File: src/rtl/tx_scheduler.sv
// tx_scheduler: round-robin arbiter that holds the winner's code on tx_data for FRAME_LEN cycles, then idles GAP_LEN cycles.
// Optional macro TX_SCHED_PRIO_EN gives requester 0 fixed priority over the round-robin search.
module tx_scheduler #(
    parameter int FRAME_LEN = 6,
    parameter int GAP_LEN   = 2
) (
    input  logic       clk4,
    input  logic       reset4,
    input  logic [3:0] req,
    input  logic [2:0] code0,
    input  logic [2:0] code1,
    input  logic [2:0] code2,
    input  logic [2:0] code3,
    output logic [2:0] tx_data,
    output logic [3:0] grant,
    output logic       busy,
    output logic       done,
    output logic       err
);
    typedef enum logic [1:0] {IDLE, SEND, GAP} state_t;
    localparam int CW = $clog2((FRAME_LEN > GAP_LEN ? FRAME_LEN : GAP_LEN) + 1);
    localparam logic [CW-1:0] F_LAST = CW'(FRAME_LEN - 1);
    localparam logic [CW-1:0] G_LAST = CW'(GAP_LEN - 1);
    state_t        r_state;
    logic [CW-1:0] r_cnt;
    logic [1:0]    r_ptr;
    logic [1:0]    w_win;
    logic [2:0]    w_code;
    logic          w_valid;
    // Descending scan so the smallest offset from ptr+1 overwrites last and wins.
    always_comb begin
        w_win = r_ptr;
        for (int i = 4; i >= 1; i--)
            if (req[r_ptr + 2'(i)]) w_win = r_ptr + 2'(i);
`ifdef TX_SCHED_PRIO_EN
        if (req[0]) w_win = 2'd0;
`else
`endif
        w_code  = w_win == 2'd0 ? code0 : w_win == 2'd1 ? code1 : w_win == 2'd2 ? code2 : code3;
        w_valid = w_code != 3'b000 && w_code != 3'b111;
    end
    always_ff @(posedge clk4) begin
        if (reset4) begin
            r_state <= IDLE;
            r_cnt   <= '0;
            r_ptr   <= 2'd3;
            tx_data <= 3'b000;
            grant   <= 4'b0000;
            busy    <= 1'b0;
            done    <= 1'b0;
            err     <= 1'b0;
        end else begin
            done <= 1'b0;
            err  <= 1'b0;
            case (r_state)
                IDLE: if (|req) begin
                    r_ptr <= w_win;
                    if (w_valid) begin
                        r_state <= SEND;
                        grant   <= 4'b0001 << w_win;
                        tx_data <= w_code;
                        busy    <= 1'b1;
                        r_cnt   <= '0;
                    end else begin
                        err <= 1'b1;
                    end
                end
                SEND: if (r_cnt == F_LAST) begin
                    r_state <= GAP;
                    tx_data <= 3'b000;
                    grant   <= 4'b0000;
                    done    <= 1'b1;
                    r_cnt   <= '0;
                end else begin
                    r_cnt <= r_cnt + 1'b1;
                end
                GAP: if (r_cnt == G_LAST) begin
                    r_state <= IDLE;
                    busy    <= 1'b0;
                    r_cnt   <= '0;
                end else begin
                    r_cnt <= r_cnt + 1'b1;
                end
                default: r_state <= IDLE;
            endcase
        end
    end
endmodule

File: config.mk
export PLATFORM = sky130hd
export DESIGN_NAME = tx_scheduler
export DESIGN_NICKNAME = d
export VERILOG_FILES = /design/src/rtl/tx_scheduler.sv
export SDC_FILE = /design/constraint.sdc
export NUM_CORES = 1
export LEC_CHECK = 0
export CAP_MARGIN = 20
export CORE_ASPECT_RATIO = 0.8
export CORE_UTILIZATION = 50
export DETAILED_ROUTE_END_ITERATION = 6
export GPL_TIMING_DRIVEN = 1
export PLACE_DENSITY = 0.9
export SYNTH_ARGS = -nofsm -noshare
export SYNTH_HDL_FRONTEND = slang
export SYNTH_SLANG_ARGS = --single-unit
File: constraint.sdc
create_clock -name clk4 -period 4.7 [get_ports clk4]
set_input_delay 1.175 -clock clk4 [delete_from_list [all_inputs] [get_ports clk4]]
set_output_delay 1.175 -clock clk4 [all_outputs]
set_load 0.02 [all_outputs]
# Word-level counts from Yosys, hierarchy flattened
# Cells that the tools add are included.
# totals
output_inout_bits	10
regBits	17
in_bits	18
# classes
n_lt_le_gt_ge	3
eq_ne	11
mux	36
shift	1
n_reduce_logical	15
n_addsub	4
n_bitwise	3
# op_table
op	count
3-bit two-way mux	10
2-bit two-way mux	7
4-bit two-way mux	3
4-bit AND reduction	3
2-bit by 3-bit < comparator with 1-bit output (second input constant)	3
3-bit one-hot mux with 3 select lines	1
1-bit two-way mux	8
2-bit != test (second input constant)	4
4-bit one-hot mux with 2 select lines	1
1-bit binary-select mux with 2-bit select	3
2-bit one-hot mux with 3 select lines	1
3-bit one-hot mux with 2 select lines	1
3-bit nonzero test	2
2-bit adder (second input constant)	2
2-bit by 1-bit equality test with 1-bit output (second input constant)	2
2-bit equality test (second input constant)	2
2-bit logical NOT	2
2-bit nonzero test	2
4-bit OR reduction	1
1-bit by 2-bit << shifter with 4-bit output (first input constant)	1
3-bit by 1-bit adder with 3-bit output (second input constant)	1
3-bit by 1-bit equality test with 1-bit output (second input constant)	1
3-bit equality test (second input constant)	1
3-bit != test (second input constant)	1
8 further kinds	10

# Logic depth before layout (Yosys ltp)
# Gate-level depths: netlist of run 1.
# logic_depth
ltp_word	15
ltp_mapped	9
depth_no_buf	9

# Least setup slack after synthesis of run 1
# Ideal clock, no wire load.
# synth_path
path_type	input -> register
from	input port req[0]
to	register r_state[0]
slack_ps	1508
arrival_time_ps	3073
path_stages	6
path_cell_list	a21o_1 -> a31oi_4 -> mux4_2 -> a2111oi_4 -> nor4_1 -> o221a_1
# synth_between
elab_chain_len	13
word_cells_on_any_way	22
# synth_rtl
element	line	text
start: declaration	9	input logic [3:0] req,
1-bit binary-select mux with 2-bit select	34	if (req[r_ptr + 2'(i)]) w_win = r_ptr + 2'(i);
1-bit two-way mux (not written as such)	34	
2-bit two-way mux (3 in series)	34	
2-bit equality test	39	w_code = w_win == 2'd0 ? code0 : w_win == 2'd1 ? code1 : w_win == 2'd2 ? code2 : code3;
3-bit two-way mux (3 in series)	39	
3-bit != test / 3-bit nonzero test (equally long branches)	40	w_valid = w_code != 3'b000 && w_code != 3'b111;
1-bit logical AND	40	
2-bit != test (no source line)	--	
4-bit AND reduction (no source line) (*)	--	
end signal: assignment	44	r_state <= IDLE;
end signal: assignment	59	r_state <= SEND;
end signal: assignment	69	r_state <= GAP;
end: declaration	24	state_t r_state;
# Mark *: on every way between the ends. The rest lies on a longest branch, timed or not. The select of a mux whose other input is x is not followed.
# A chain may end at the register's enable or synchronous reset.

# Final worst setup path of run 1
# layout_path
from	input port req[3]
to	register tx_data[2]
# layout_between
elab_chain_len	13
word_cells_on_any_way	25
# layout_rtl
element	line	text
1-bit binary-select mux with 2-bit select	34	
1-bit two-way mux (not written as such)	34	
2-bit two-way mux (3 in series)	34	
2-bit equality test	39	
3-bit two-way mux (3 in series)	39	
3-bit != test / 3-bit nonzero test (equally long branches)	40	
1-bit logical AND	40	
2-bit != test (no source line)	--	
4-bit AND reduction (no source line)	--	
end signal: assignment	61	tx_data <= w_code;
end: declaration	14	output logic [2:0] tx_data,
# Parallel ways exist; a longest one is shown, timed or not. The select of a mux whose other input is x is not followed.

==> results of run 1 <==
-- power breakdown --
part	leakage, nW	total (mW)	switching [mW]	internal, mW
logic	0.459	0.672	0.381	0.291
clock network	0.0177	0.0825	0.0507	0.0318
registers	0.139	0.234	0.0407	0.194
-- worst max-delay path by stage --
stage | from | to | slack, ps | cells after the start
2_1_floorplan | req[0] | r_state[0] | 1510 | 6
5_1_grt | req[3] | tx_data[2] | 830 | 7
6_report | req[3] | tx_data[2] | 1080 | 7
4_1_cts | req[3] | tx_data[2] | 1050 | 7
3_3_place_gp | req[3] | r_state[0] | 890 | 7
3_5_place_dp | req[3] | tx_data[2] | 750 | 7
-- cell type report --
type                    count  area, sq um  area share
repair buffers             27        270.3      0.1699
clock buffers               3        22.52     0.01416
multi-input cells         107        845.8      0.5319
well taps                  34        42.54     0.02675
clock inverters             1        5.005    0.003147
flip-flops and latches     17        340.3      0.2140
inverters                  17        63.81     0.04013
-- Yosys cell counts (all sizes together), types with 2 or more instances --
cell type  number  area (sq um)
a2111oi         2         55.05
a21o            6         45.04
a21oi           3         15.01
a221o           2         20.02
a221oi          2         17.52
a31oi           3         33.78
clkbuf          2         7.510
dfxtp          17         340.3
ha              4         50.05
inv            17         63.81
mux2i           9         90.09
mux4            4         93.84
nand2          21         78.83
nand2b          5         31.28
nand3           5         25.02
nand3b          2         15.01
nand4           4         25.02
nor2            6         22.52
nor2b           2         12.51
nor3            6         41.29
nor4            3         33.78
o211ai          3         22.52
o31ai           2         15.01
-- registers in the layout, indices dropped and copies added, names as in the netlist --
| register | flops |
|---|---|
| tx_data | 3 |
| r_cnt | 3 |
| grant | 4 |
| r_state | 2 |
| err | 1 |
| r_ptr | 2 |
| done | 1 |
| busy | 1 |
-- metrics by stage --
stage | total power [mW] | util | cell area (sq um) | instances | hold slack, ps
global route | 1.056 | 0.7003 | 1590 | 206 | 495.7
finish | 0.9887 | 0.7003 | 1590 | 206 | 465.6
floorplan | 0.7459 | - | 1269 | 144 | 451.5
global placement | 0.8783 | 0.6882 | 1563 | 202 | 441.5
CTS | 0.9868 | 0.7003 | 1590 | 206 | 464.7
detailed placement | 0.9061 | 0.6882 | 1563 | 202 | 450.7
-- critical path: cells and delay by family --
kind | cells | cell delay [ps]
buffers and inverters | 1 | 560
AO/OA/AOI/OAI | 1 | 90
multiplexers | 2 | 630
AND/OR/NAND/NOR | 3 | 1390
-- logic make-up after synthesis --
logic type,share of synthesized area
flip-flops,0.2682
adder cells (fa/ha/maj),0.03945
AND/OR/NAND/NOR,0.2485
multiplexers,0.1450
AO/OA/AOI/OAI,0.2337
buffers and inverters,0.06509
-- per-layer routing --
layer | GRT usage | vias up | wire length, um
met1 | 0.2720 | 561 | 1255
met2 | 0.4621 | 39 | 1447
li1 | - | 593 | -
met3 | 0.04683 | 5 | 165
met5 | 0 | - | 0
met4 | 0.1143 | 0 | 40
==> summary.md, run 1 <==
| Metric | Value |
|---|---|
| Status | `complete, no violations` |
| Yosys reg bits | `17` |
| Most frequent cells in the layout | `clkdlybuf4s50_1 (27), nand2_1 (21), inv_1 (17), dfxtp_1 (17), mux2i_1 (9)` |
| Syn avg cell area | `8.811 sq um` |
| End of the worst hold path | `tx_data[1]` |
| Area growth syn-to-layout | `25.35%` |
| Total clock sinks | `17` |
| Clock transition at the registers of the reported paths | `100 ps` |
| Yosys cell types | `41` |
| DR DRC count | `0` |
| Hold Fails Final Rpt | `0` |
| Reg2reg end | `r_state[0]` |
| Post-CTS setup buffers | `0` |
| Routability cong. | `just under 0.9` |
| Nets@finish | `about 200` |
| Setup violations, final | `0` |
| Diode count | `0` |
| Final WS setup | `roughly 1100 ps` |
| Main synth FF type | `dfxtp_1` |
| Hold Crit Start | `tx_data[1]` |
| FP Rows | `15` |
| RR Startpoint | `r_ptr[1]` |
| Worst relative slew slack | `0.5515` |
| Worst setup slack after placement | `between 700 and 800 ps` |
| Data required, critical path | `around 5000 ps` |
| Setup crit start kind | `primary input` |
| First-pass GRT wire length | `4850 um` |
| Starting Density | `0.5587` |
| CTS root buf | `clkbuf_4` |
| Fin crit period | `3619 ps` |
| EDFF count, synth | `0` |
| Slowest CP cell | `nor4_4` |
| Period utilization | `0.7700` |
| PostCTS Resize Cnt | `0` |
| Wire per inst | `14.12 um` |
| DIE WIDTH | `about 58 um` |
| Worst Tran Pin Value | `671.2 ps` |
| Via density | `5.816` |
| Total Routed Length | `2908 um` |
| Clock Tree Buf Depth | `2` |
| Initial antenna violation count | `0` |
| Most common cell after layout, fill and taps aside | `clkdlybuf4s50_1` |
| RSZ-0062 raised after global routing | `no` |
| Total of max-cap violations | `0` |
| DR iter-0 viols | `40` |
| Slowest Stage Delay on Critical Path | `630 ps` |
| Layout cells sized above 1 | `0.08140` |
| Largest net degree at the start of global routing | `16` |
| Grt total ovfl | `0` |
| Post-Syn Area | `0.001269 sq mm` |
| Min-delay worst type | `reg -> reg` |
| Hold_buf cts | `0` |
| Critical Path End Type | `register` |
| Pwr Density | `621.7 mW/mm^2` |
| Sequential share of the synthesized area | `0.2682` |
| Reg2Reg Depth | `6` |
| Clock insertion delay at the later pin of the skew report | `300 ps` |
| Die ar. | `roughly 0.0027 sq mm` |
| Worst ir drop on vdd | `~0.33 mV` |
| Setup TNS | `0 ps` |
| TritonCTS Buffers | `3` |
| Vias in the first global route | `1155` |
| Crit path DAT | `3850 ps` |
| Hold path cells | `2` |
| Peak Freq | `276.3 MHz` |
| Post-DRT Antenna Nets | `0` |
| CTS tree | `built` |
| Post-DP HPWL | `2368 um` |
| Crit path max fanout | `9` |
| Core ar. | `0.002271 sq mm` |
| LEAKAGE | `0.6162 nW` |
| Port buffer count | `27` |
| Synthesized Nets | `166` |
| Setup CP Type | `in -> reg` |
| Reg-to-reg slack, setup | `2010 ps` |
| Gr usage total | `0.2434` |
| Num ports | `28` |
| YS warnings | `0` |
| First-pass DRT Iterations | `4` |
| Vias | `~1200` |
| FILL cells | `roughly 170` |
| Fin. max-slew vios | `0` |
| Ordered list of cells on the worst path | `clkdlybuf4s50_1 -> nor3b_1 -> nor3_4 -> mux4_2 -> a2111oi_4 -> nor4_4 -> mux2i_1` |
| Die Span Y | `between 40 and 50 um` |
| Synth Instances | `approximately 140` |
| H-tree Lvls | `1` |
| Share of flip-flops with an asynchronous set or reset | `0` |
| Skew final | `slightly above 5 ps` |
No activity file was read; power rests on OpenSTA's default activity.
==> run 2: changes to the inputs <==
Settings changed: CORE_UTILIZATION 50 to 45, PLACE_DENSITY 0.9 to 0.86.
Clock period 4.7 ns to 3.04 ns, I/O delays scaled along.
==> summary.md, run 2 (synthesis results as in run 1) <==
| Metric | Value |
|---|---|
| Status | `complete, no violations` |
| FILL cells | `about 210` |
| Setup violations, final | `0` |
| Area growth syn-to-layout | `40.53%` |
| # placed instances | `220` |
| Setup crit start kind | `primary input` |
| Most common cell after layout, fill and taps aside | `clkdlybuf4s50_1` |
| Critical Path End Type | `register` |
| First-pass DRT Iterations | `5` |
| Vias | `between 1000 and 1500` |
| Post-DP HPWL | `2763 um` |
| Period utilization | `0.9336` |
| Die Span Y | `49.49 um` |
| Worst relative slew slack | `0.6913` |
| Worst ir drop on vdd | `about 0.6 mV` |
| Hold Fails Final Rpt | `0` |
| Slowest CP cell | `a2111oi_4` |
| LEAKAGE | `0.7525 nW` |
| Core ar. | `0.002562 sq mm` |
| Max reg flops | `4` |
| Total Power | `about 1.8 mW` |
| TritonCTS Buffers | `3` |
| Peak Freq | `352.4 MHz` |
| Clock insertion delay at the later pin of the skew report | `around 310 ps` |
| Post-DRT Antenna Nets | `0` |
| Hold_buf cts | `0` |
| Crit path DAT | `between 3000 and 4000 ps` |
| GR Util met3 | `0.06299` |
| Via density | `between 5 and 6` |
| H-tree Lvls | `1` |
| Total clock sinks | `17` |
| Post-DP Area | `0.001685 sq mm` |
| DR iter-0 viols | `113` |
| Port buffer count | `27` |
| Storage cell area | `between 300 and 400 sq um` |
| CTS tree | `built` |
| Crit path max fanout | `5` |
| Starting Density | `0.4951` |
| Multi-input gate area | `857.1 sq um` |
| Routability cong. | `about 0.9` |
| Data required, critical path | `3250 ps` |
| FP Rows | `16` |
| Wire per inst | `~16 um` |
| Diode count | `0` |
| M1 GR Usage | `0.3236` |
| DIE WIDTH | `61.37 um` |
| Total Routed Length | `3639 um` |
| Most frequent cells in the layout | `clkdlybuf4s50_1 (23), nand2_1 (21), buf_4 (20)` |
| Vias in the first global route | `1245` |
| Largest net degree at the start of global routing | `15` |
| Initial antenna violation count | `0` |
| Gr usage total | `0.2545` |
| Nets@finish | `about 220` |
| Grt total ovfl | `0` |
| Final Instance Count excl. Fillers | `229` |
| Met2 Usage GRT | `0.4094` |
| Clock transition at the registers of the reported paths | `around 100 ps` |
| Total of max-cap violations | `0` |
| Top flop regs | `grant x4, r_cnt x3, tx_data x3` |
| Pwr Density | `1008 mW/mm^2` |
| CTS root buf | `clkbuf_4` |
| Worst Tran Pin Value | `roughly 460 ps` |
| Layout cells sized above 1 | `0.1969` |
| RSZ-0062 raised after global routing | `no` |
| First-pass GRT wire length | `roughly 5600 um` |
| Slowest Stage Delay on Critical Path | `480 ps` |
| Ordered list of cells on the worst path | `dlymetal6s2s_1 -> buf_4 -> nand2_1 -> a21oi_1 -> buf_4 -> nor3_4 -> buf_4 -> mux4_2 -> a2111oi_4 -> nor4_1 -> o221a_1` |
| Most used routing layer in global routing | `met2` |
| Fin crit period | `2838 ps` |
| Final Util | `0.6958` |
| Post-route cell area | `about 0.0018 sq mm` |
| Most common cell on crit path | `buf_4` |
| DR DRC count | `0` |
| Fin. max-slew vios | `0` |
| Clock Tree Buf Depth | `2` |
| Min-delay worst type | `reg -> reg` |
| Num ports | `28` |
| Largest Register | `grant` |
| Setup CP Type | `in -> reg` |
| Skew final | `3.707 ps` |
| Die ar. | `~0.003 sq mm` |
[run 2: repair_timing]
item,4_1_cts,5_1_grt
buffers inserted,2,3
endpoints found under the setup margin,10,13
pin swaps,1,7
resized for setup,2,6
[run 2: per-layer routing]
layer  routed length, um  part of all wire  up-vias
met1                1498              0.41      611
met5                   0                 0        -
li1                    -                 -      630
met4                 117             0.032        0
met2                1775              0.49       62
met3                 248             0.068       11
[run 2: final cells by class]
class | instances | area share
timing repair buffer | 48 | 0.2526
sequential | 17 | 0.1909
inverter | 17 | 0.03579
tap | 36 | 0.02526
clock buffer | 4 | 0.01474
multi-input combinational | 107 | 0.4807
[run 2: worst paths after layout]
kind               from    endpoint  slack (ps)  cells past startpoint
min          tx_data[1]  tx_data[1]         470                      2
max reg2reg    r_ptr[1]  r_state[0]         330                      9
min reg2reg  tx_data[1]  tx_data[1]         470                      2
max              req[3]  r_state[0]         200                     11
[run 2: worst max-delay path: cells and delay by family]
kind,cells,cell delay [ps]
simple gates,3,510
mux,1,350
buf+inv,4,610
compound gates,3,790
[run 2: power breakdown]
| part | switching, mW | internal [mW] | leakage, nW | total (mW) |
|---|---|---|---|---|
| clock network | 0.0765 | 0.0514 | 0.0150 | 0.128 |
| registers | 0.0676 | 0.299 | 0.139 | 0.367 |
| logic | 0.671 | 0.631 | 0.598 | 1.30 |
[run 2: metrics by stage]
step | TNS [ps] | setup WS, ps | hold slack, ps
finish | 0 | 202.0 | 470.9
global route | 0 | 114.9 | 500.4
CTS | 0 | 6.563 | 473.2
detailed placement | -4219 | -378.6 | 451.4
global placement | -2733 | -269.3 | 444.2
floorplan | 0 | 263.4 | 451.5
